<file path="src/rtl/sauber_io_dr_codec.sv">
// Dual-rail pad codec: PAD_I -> precharge/evaluate A_Q0 pair; A_I0/A_T -> PAD_O/PAD_T with violation tracking.
// Latency PAD_I->A_Q0 SYNC_STAGES+1..+period+1 cycles, RX decode 1 cycle; free-running phases, no backpressure.
module sauber_io_dr_codec #(
  parameter int SYNC_STAGES    = 2,
  parameter int PRE_CYCLES     = 1,
  parameter int EVAL_CYCLES    = 1,
  parameter int ERR_CNT_W      = 8,
  parameter bit FAULT_TRISTATE = 1'b1
) (
  input  logic                 CLK,
  input  logic                 RESET_N,
  input  logic                 PAD_I,
  output logic                 A_Q0_t,
  output logic                 A_Q0_f,
  input  logic                 A_I0_t,
  input  logic                 A_I0_f,
  input  logic                 A_T,
  output logic                 PAD_O,
  output logic                 PAD_T,
  output logic                 phase_eval,
  input  logic                 clear_fault,
  output logic                 fault,
  output logic [ERR_CNT_W-1:0] err_count
);

  localparam int MAX_CYC = (PRE_CYCLES > EVAL_CYCLES) ? PRE_CYCLES : EVAL_CYCLES;
  localparam int CW      = $clog2(MAX_CYC + 1);

  typedef enum logic {PRE = 1'b0, EVAL = 1'b1} phase_t;

  phase_t                 state;
  phase_t                 nxt_state;
  logic [CW-1:0]          cnt;
  logic [SYNC_STAGES-1:0] sync_q;
  logic                   sync_i;
  logic                   d;
  logic                   d_nxt;
  logic                   last;
  logic                   eval_end;
  logic                   pre_end;
  logic                   code_ok;
  logic                   viol;
  logic                   pad_t_q;

  assign sync_i = sync_q[SYNC_STAGES-1];

  always_comb begin
    last      = (cnt == CW'(1));
    nxt_state = state;
    if (last) nxt_state = (state == PRE) ? EVAL : PRE;
    eval_end  = (state == EVAL) && last;
    pre_end   = (state == PRE) && last;
    d_nxt     = pre_end ? sync_i : d;
    code_ok   = A_I0_t ^ A_I0_f;
    viol      = (eval_end && !code_ok) || (pre_end && (A_I0_t || A_I0_f));
  end

  always_ff @(posedge CLK or negedge RESET_N) begin
    if (!RESET_N) begin
      sync_q <= '0;
    end else begin
      sync_q <= {sync_q[SYNC_STAGES-2:0], PAD_I};
    end
  end

  // Rails are computed from the next phase so the codeword lines up with phase_eval.
  always_ff @(posedge CLK or negedge RESET_N) begin
    if (!RESET_N) begin
      state      <= PRE;
      cnt        <= CW'(PRE_CYCLES);
      d          <= 1'b0;
      A_Q0_t     <= 1'b0;
      A_Q0_f     <= 1'b0;
      phase_eval <= 1'b0;
    end else begin
      state      <= nxt_state;
      d          <= d_nxt;
      A_Q0_t     <= (nxt_state == EVAL) & d_nxt;
      A_Q0_f     <= (nxt_state == EVAL) & ~d_nxt;
      phase_eval <= (nxt_state == EVAL);
      if (last) cnt <= (state == PRE) ? CW'(EVAL_CYCLES) : CW'(PRE_CYCLES);
      else      cnt <= cnt - CW'(1);
    end
  end

  // A violation on the same edge as clear_fault restarts the count at one.
  always_ff @(posedge CLK or negedge RESET_N) begin
    if (!RESET_N) begin
      PAD_O     <= 1'b0;
      pad_t_q   <= 1'b1;
      fault     <= 1'b0;
      err_count <= '0;
    end else begin
      if (eval_end && code_ok) begin
        PAD_O   <= A_I0_t;
        pad_t_q <= A_T;
      end
      if (viol) begin
        fault <= 1'b1;
        if (clear_fault)           err_count <= ERR_CNT_W'(1);
        else if (err_count != '1)  err_count <= err_count + ERR_CNT_W'(1);
      end else if (clear_fault) begin
        fault     <= 1'b0;
        err_count <= '0;
      end
    end
  end

  assign PAD_T = pad_t_q | (FAULT_TRISTATE & fault);

endmodule

</file>
<file path="config.mk">
export PLATFORM = sky130hd
export DESIGN_NAME = sauber_io_dr_codec
export DESIGN_NICKNAME = d
export VERILOG_FILES = /design/src/rtl/sauber_io_dr_codec.sv
export SDC_FILE = /design/constraint.sdc
export NUM_CORES = 1
export LEC_CHECK = 0
export CORE_MARGIN = 8
export CORE_UTILIZATION = 48
export CTS_CLUSTER_DIAMETER = 40
export CTS_CLUSTER_SIZE = 28
export DETAILED_ROUTE_END_ITERATION = 10
export GPL_ROUTABILITY_DRIVEN = 0
export PLACE_DENSITY = 0.83
export SYNTH_ARGS = -nofsm -noshare
export SYNTH_HDL_FRONTEND = slang
export SYNTH_SLANG_ARGS = --single-unit
</file>
<file path="constraint.sdc">
create_clock -name CLK -period 3.8 [get_ports CLK]
set_clock_uncertainty 0.15 [all_clocks]
set_input_delay 0.57 -clock CLK [delete_from_list [all_inputs] [get_ports CLK]]
set_output_delay 0.57 -clock CLK [all_outputs]
set_load 0.03 [all_outputs]
</file>
Word-level counts from Yosys, hierarchy flattened
Index checks and enable logic that the tools add are counted. Widths: inputs -> output; s select.

Add/subtract/negate cells: 2. Equal/unequal tests: 1. Muxes and demuxes: 10. Bitwise gates (word level): 6. Reductions and logical operators: 11.

Operator list (count): $mux 8 (4); $add 8x1->8 const B (1); $ne 8x8->1 const B (1); $mux 1 (6); $logic_and 1x1->1 (5); $reduce_bool 2->1 (2); $and 1x1->1 (2); $logic_or 1x1->1 (2); $not 1->1 (2); $reduce_and 2->1 (1); $logic_not 1->1 (1); $or 1x1->1 (1); $sub 1x1->1 const B (1); $xor 1x1->1 (1).

Bits in registers: 18. Bits of input ports: 7. Output and inout bits: 14. Word-level logic and storage cells: 40.

Depth between registers and ports, before layout
Word-level depth: 6. Gate-level depth with buffers: 6. Depth with buffers taken out: 6.

Least setup slack after synthesis
OpenSTA, ideal clock, no wires.

Kind: in2reg. Start point: input port A_I0_t. End point: register err_count[5]. Setup time: 0.078 ns. Data arrival time: 2.005 ns. Data required time: 3.572 ns. Setup slack: 1.567 ns. Stages: 6. Buffers on the path: 0. Cell sequence: inv_1 > ha_1 > mux2_4 > or2_4 > or4_1 > a21oi_1.

Cells in the longest elaborated chain, start to end: 6. Elaborated cells between the ends (all ways): 9. Those cells by class: mux (1); bitwise (1); reduce/logical (7).

Ends and longest elaborated chain: start, declared (RTL line 15) `input logic A_I0_t,`; $xor 1x1->1 (RTL line 54) `code_ok = A_I0_t ^ A_I0_f;`; $logic_not 1->1 (RTL line 55) `viol = (eval_end && !code_ok) || (pre_end && (A_I0_t || A_I0_f));`; $logic_and 1x1->1 (RTL line 55); $logic_or 1x1->1 * (RTL line 55); $reduce_bool 2->1 (no line); $reduce_and 2->1 (no line); end signal, assigned (RTL line 101) `else if (err_count != '1) err_count <= err_count + ERR_CNT_W'(1);`; end, declared (RTL line 23) `output logic [ERR_CNT_W-1:0] err_count`.

Mark *: on every way between the ends. The rest lies on a longest branch, timed or not. A chain may end at the register's enable or synchronous reset.

Worst setup path after layout
Same ends and word-level chain as after synthesis.

==> results.sh <==
export IMPL_first_pass_iters=4
export IMPL_coreArea_sq_um=1454
export IMPL_drv_slew=0
export IMPL_wl_per_cell_um=14.94
export IMPL_wirelength_um=1584
export IMPL_hold_viol_final=0
export IMPL_diodes=0
export IMPL_post_route_min_period_ns=2.504
export IMPL_start_kind="input pin"
export IMPL_cts_max_level=1
export IMPL_status="finished clean"
export IMPL_yosys_area_top_type="dfrtp_1"
export IMPL_post_cts_buffers=0
export IMPL_use_met1_pct=12.14
export IMPL_ios=21
export IMPL_ir_worst_vdd_uv=331.4
export IMPL_track_usage_pct=11.53
export IMPL_ys_warn_count=0
export IMPL_crit_required_ns=3.86
export IMPL_final_common_cell="clkdlybuf4s50_1"
export IMPL_min_path_type="register to register"
export IMPL_place_inst=102
export IMPL_grt_met2_usage_pct=21.51
export IMPL_clk_path_buf_depth=2
export IMPL_fin_hold_ws_ns=0.2109
export IMPL_synth_top_area_share_pct=51.90
export IMPL_initial_core_util_pct=49.74
export IMPL_use_met3_pct=2.717
export IMPL_async_reset_ff_share_pct=100.0
export IMPL_layoutNonFillerInstCount=106
export IMPL_max_cap_violations=0
export IMPL_vias=596
export IMPL_fp_row_count=14
export IMPL_final_cell_mix="20 x clkdlybuf4s50_1, 15 x dfrtp_1, 7 x nor2_1"
export IMPL_die_w_um=54.82
export IMPL_layout_drive_gt1_share_pct=12.22
export IMPL_overflow=0
export IMPL_crit_end="err_count[5]"
export IMPL_dpl_hpwl_um=1151
export IMPL_cts_made_buffers=3
export IMPL_cts_tree="yes"
export IMPL_hold_buffers=0
export IMPL_synth_flop_cell="dfrtp_1"
export IMPL_grt_pass1_vias=580
export IMPL_cts_sinks=16
export IMPL_drtIter0Drc=16
export IMPL_synth_cell_types=29
export IMPL_setup_tns_ns=0
export IMPL_worstPathArrival_ns=2.56
export IMPL_die_area_sq_um=3005
export IMPL_antenna_found_initial=0
export IMPL_netlist_instances=67
export IMPL_p_leak_nw=0.4340
export IMPL_crit_type="input pin to register"
export IMPL_synth_area_sq_um=723.2
export IMPL_areaGrowthSynthToFinish_pct=34.95
export IMPL_clock_latency_ns=0.28
export IMPL_clk_transition_reported_paths_ns=0.09
export IMPL_startpoint="A_I0_t"
export IMPL_ys_ff_latch=16
export IMPL_cts_root_buf="clkbuf_4"
export IMPL_synth_yosys_seq_area_share_pct=55.54
export IMPL_min_period_over_period_pct=65.89
export IMPL_synth_area_per_cell_sq_um=10.79
export IMPL_final_antenna_net_count=0
export IMPL_synth_edf_count=0
export IMPL_nets=100
export IMPL_reg2reg_slack_ns=1.88
export IMPL_drc_errors=0
export IMPL_r2r_start="state"
export IMPL_rsz0062_at_grt="false"
export IMPL_powerDensity_nw_per_um2=375.8
export IMPL_portBuffers=20
export IMPL_power_total_uw=366.7
export IMPL_fillers=107
export IMPL_regToRegEndpoint="err_count[5]"
export IMPL_cp_max_fo=4
export IMPL_syn_nets=76
export IMPL_reg2reg_depth=4
export IMPL_synthTopCellsByArea="dfrtp_1 52%, mux2i_1 4.2%, dfstp_2 3.6%, nor2_1 3.6%, ha_1 3.5%"
export IMPL_timing_fmax_mhz=399.4
export IMPL_post_drt_via_cell_ratio=5.623
export IMPL_grt_pass1_wl_um=2559
export IMPL_ctsResizeCount=0
export IMPL_grt_max_degree=17
export IMPL_tightest_slew_ns=0.6852
export IMPL_relSlewSlack_pct=54.18
export IMPL_end_kind="register"
export IMPL_setup_violations_final=0
export IMPL_top_usage_layer="met2"
export IMPL_die_h_um=54.82
logic make-up (layout without fill, tap and decap cells):
kind of cell               Yosys count  after routing  synth area share [%]
buffers and inverters                6             29                 3.114
adders and majority gates            2              2                 3.460
DFF                                 16             16                 55.54
xor gates and xnor gates             1              1                 1.211
and+or+nand+nor                     24             24                 17.13
AOI/OAI and AO/OA                   13             13                 11.77
muxes                                5              5                 7.785
stage by stage:
| step | setup slack, ns | util [%] | cell area (sq um) |
|---|---|---|---|
| 6_report | 1.296 | 67.13 | 975.9 |
| 5_1_grt | 1.182 | 67.13 | 975.9 |
| 4_1_cts | 1.305 | 67.13 | 975.9 |
| 3_5_place_dp | 1.021 | 64.63 | 939.7 |
| 3_3_place_gp | 1.043 | 64.63 | 939.7 |
| 2_1_floorplan | 1.567 | - | 723.2 |
synth_stat cells (2+ instances only):
| cell type | number |
|---|---|
| dfrtp_1 | 15 |
| nor2_1 | 7 |
| nand3_1 | 4 |
| ha_1 | 2 |
| o21ai_0 | 4 |
| nand2_1 | 4 |
| mux2i_1 | 3 |
| a21oi_1 | 3 |
| inv_1 | 5 |
worst min path at each step:
| stage | start | endpoint | slack [ns] | depth (start not counted) |
|---|---|---|---|---|
| after global routing | sync_q[0] | sync_q[1] | 0.23 | 0 |
| after floorplan | RESET_N | A_Q0_f | 0.12 | 0 |
| after CTS | sync_q[0] | sync_q[1] | 0.21 | 0 |
| after global placement | sync_q[0] | sync_q[1] | 0.18 | 0 |
| final | sync_q[0] | sync_q[1] | 0.21 | 0 |
| after detailed placement | sync_q[0] | sync_q[1] | 0.19 | 0 |
per-layer routing:
metal | vias up | part of all wire (%) | routed length [um]
li1 | 279 | - | -
met1 | 288 | 38 | 607
met2 | 25 | 52 | 825
met3 | 4 | 8.6 | 136
met4 | 0 | 0.88 | 14
met5 | - | 0 | 0
power breakdown:
group | internal (mW) | leakage (nW) | switching, mW | total [mW]
combinational | 0.0304 | 0.217 | 0.0368 | 0.0672
sequential | 0.181 | 0.196 | 0.00717 | 0.188
clock | 0.0583 | 0.0210 | 0.0529 | 0.111
critical path: stages:
cell	delay, ns
clkdlybuf4s50_1	0.46
inv_1	0.05
ha_1	0.32
mux2_4	0.28
or2_4	0.26
or4_1	0.47
a21oi_1	0.16
sequential cells by signal, indices dropped and copies added (netlist names):
signal / flops
A_Q0_f: 1
A_Q0_t: 1
PAD_O: 1
err_count: 8
fault: 1
pad_t_q: 1
state: 1
sync_q: 2
area by class of cell:
| class | count | area (sq um) | share of cell area, % |
|---|---|---|---|
| tap | 16 | 20.02 | 2.051 |
| multi-input combinational | 45 | 299.0 | 30.64 |
| timing repair buffer | 20 | 200.2 | 20.51 |
| inverter | 5 | 18.77 | 1.923 |
| clock buffer | 4 | 36.28 | 3.718 |
| sequential | 16 | 401.6 | 41.15 |
Power figures use the tool's default switching activity.
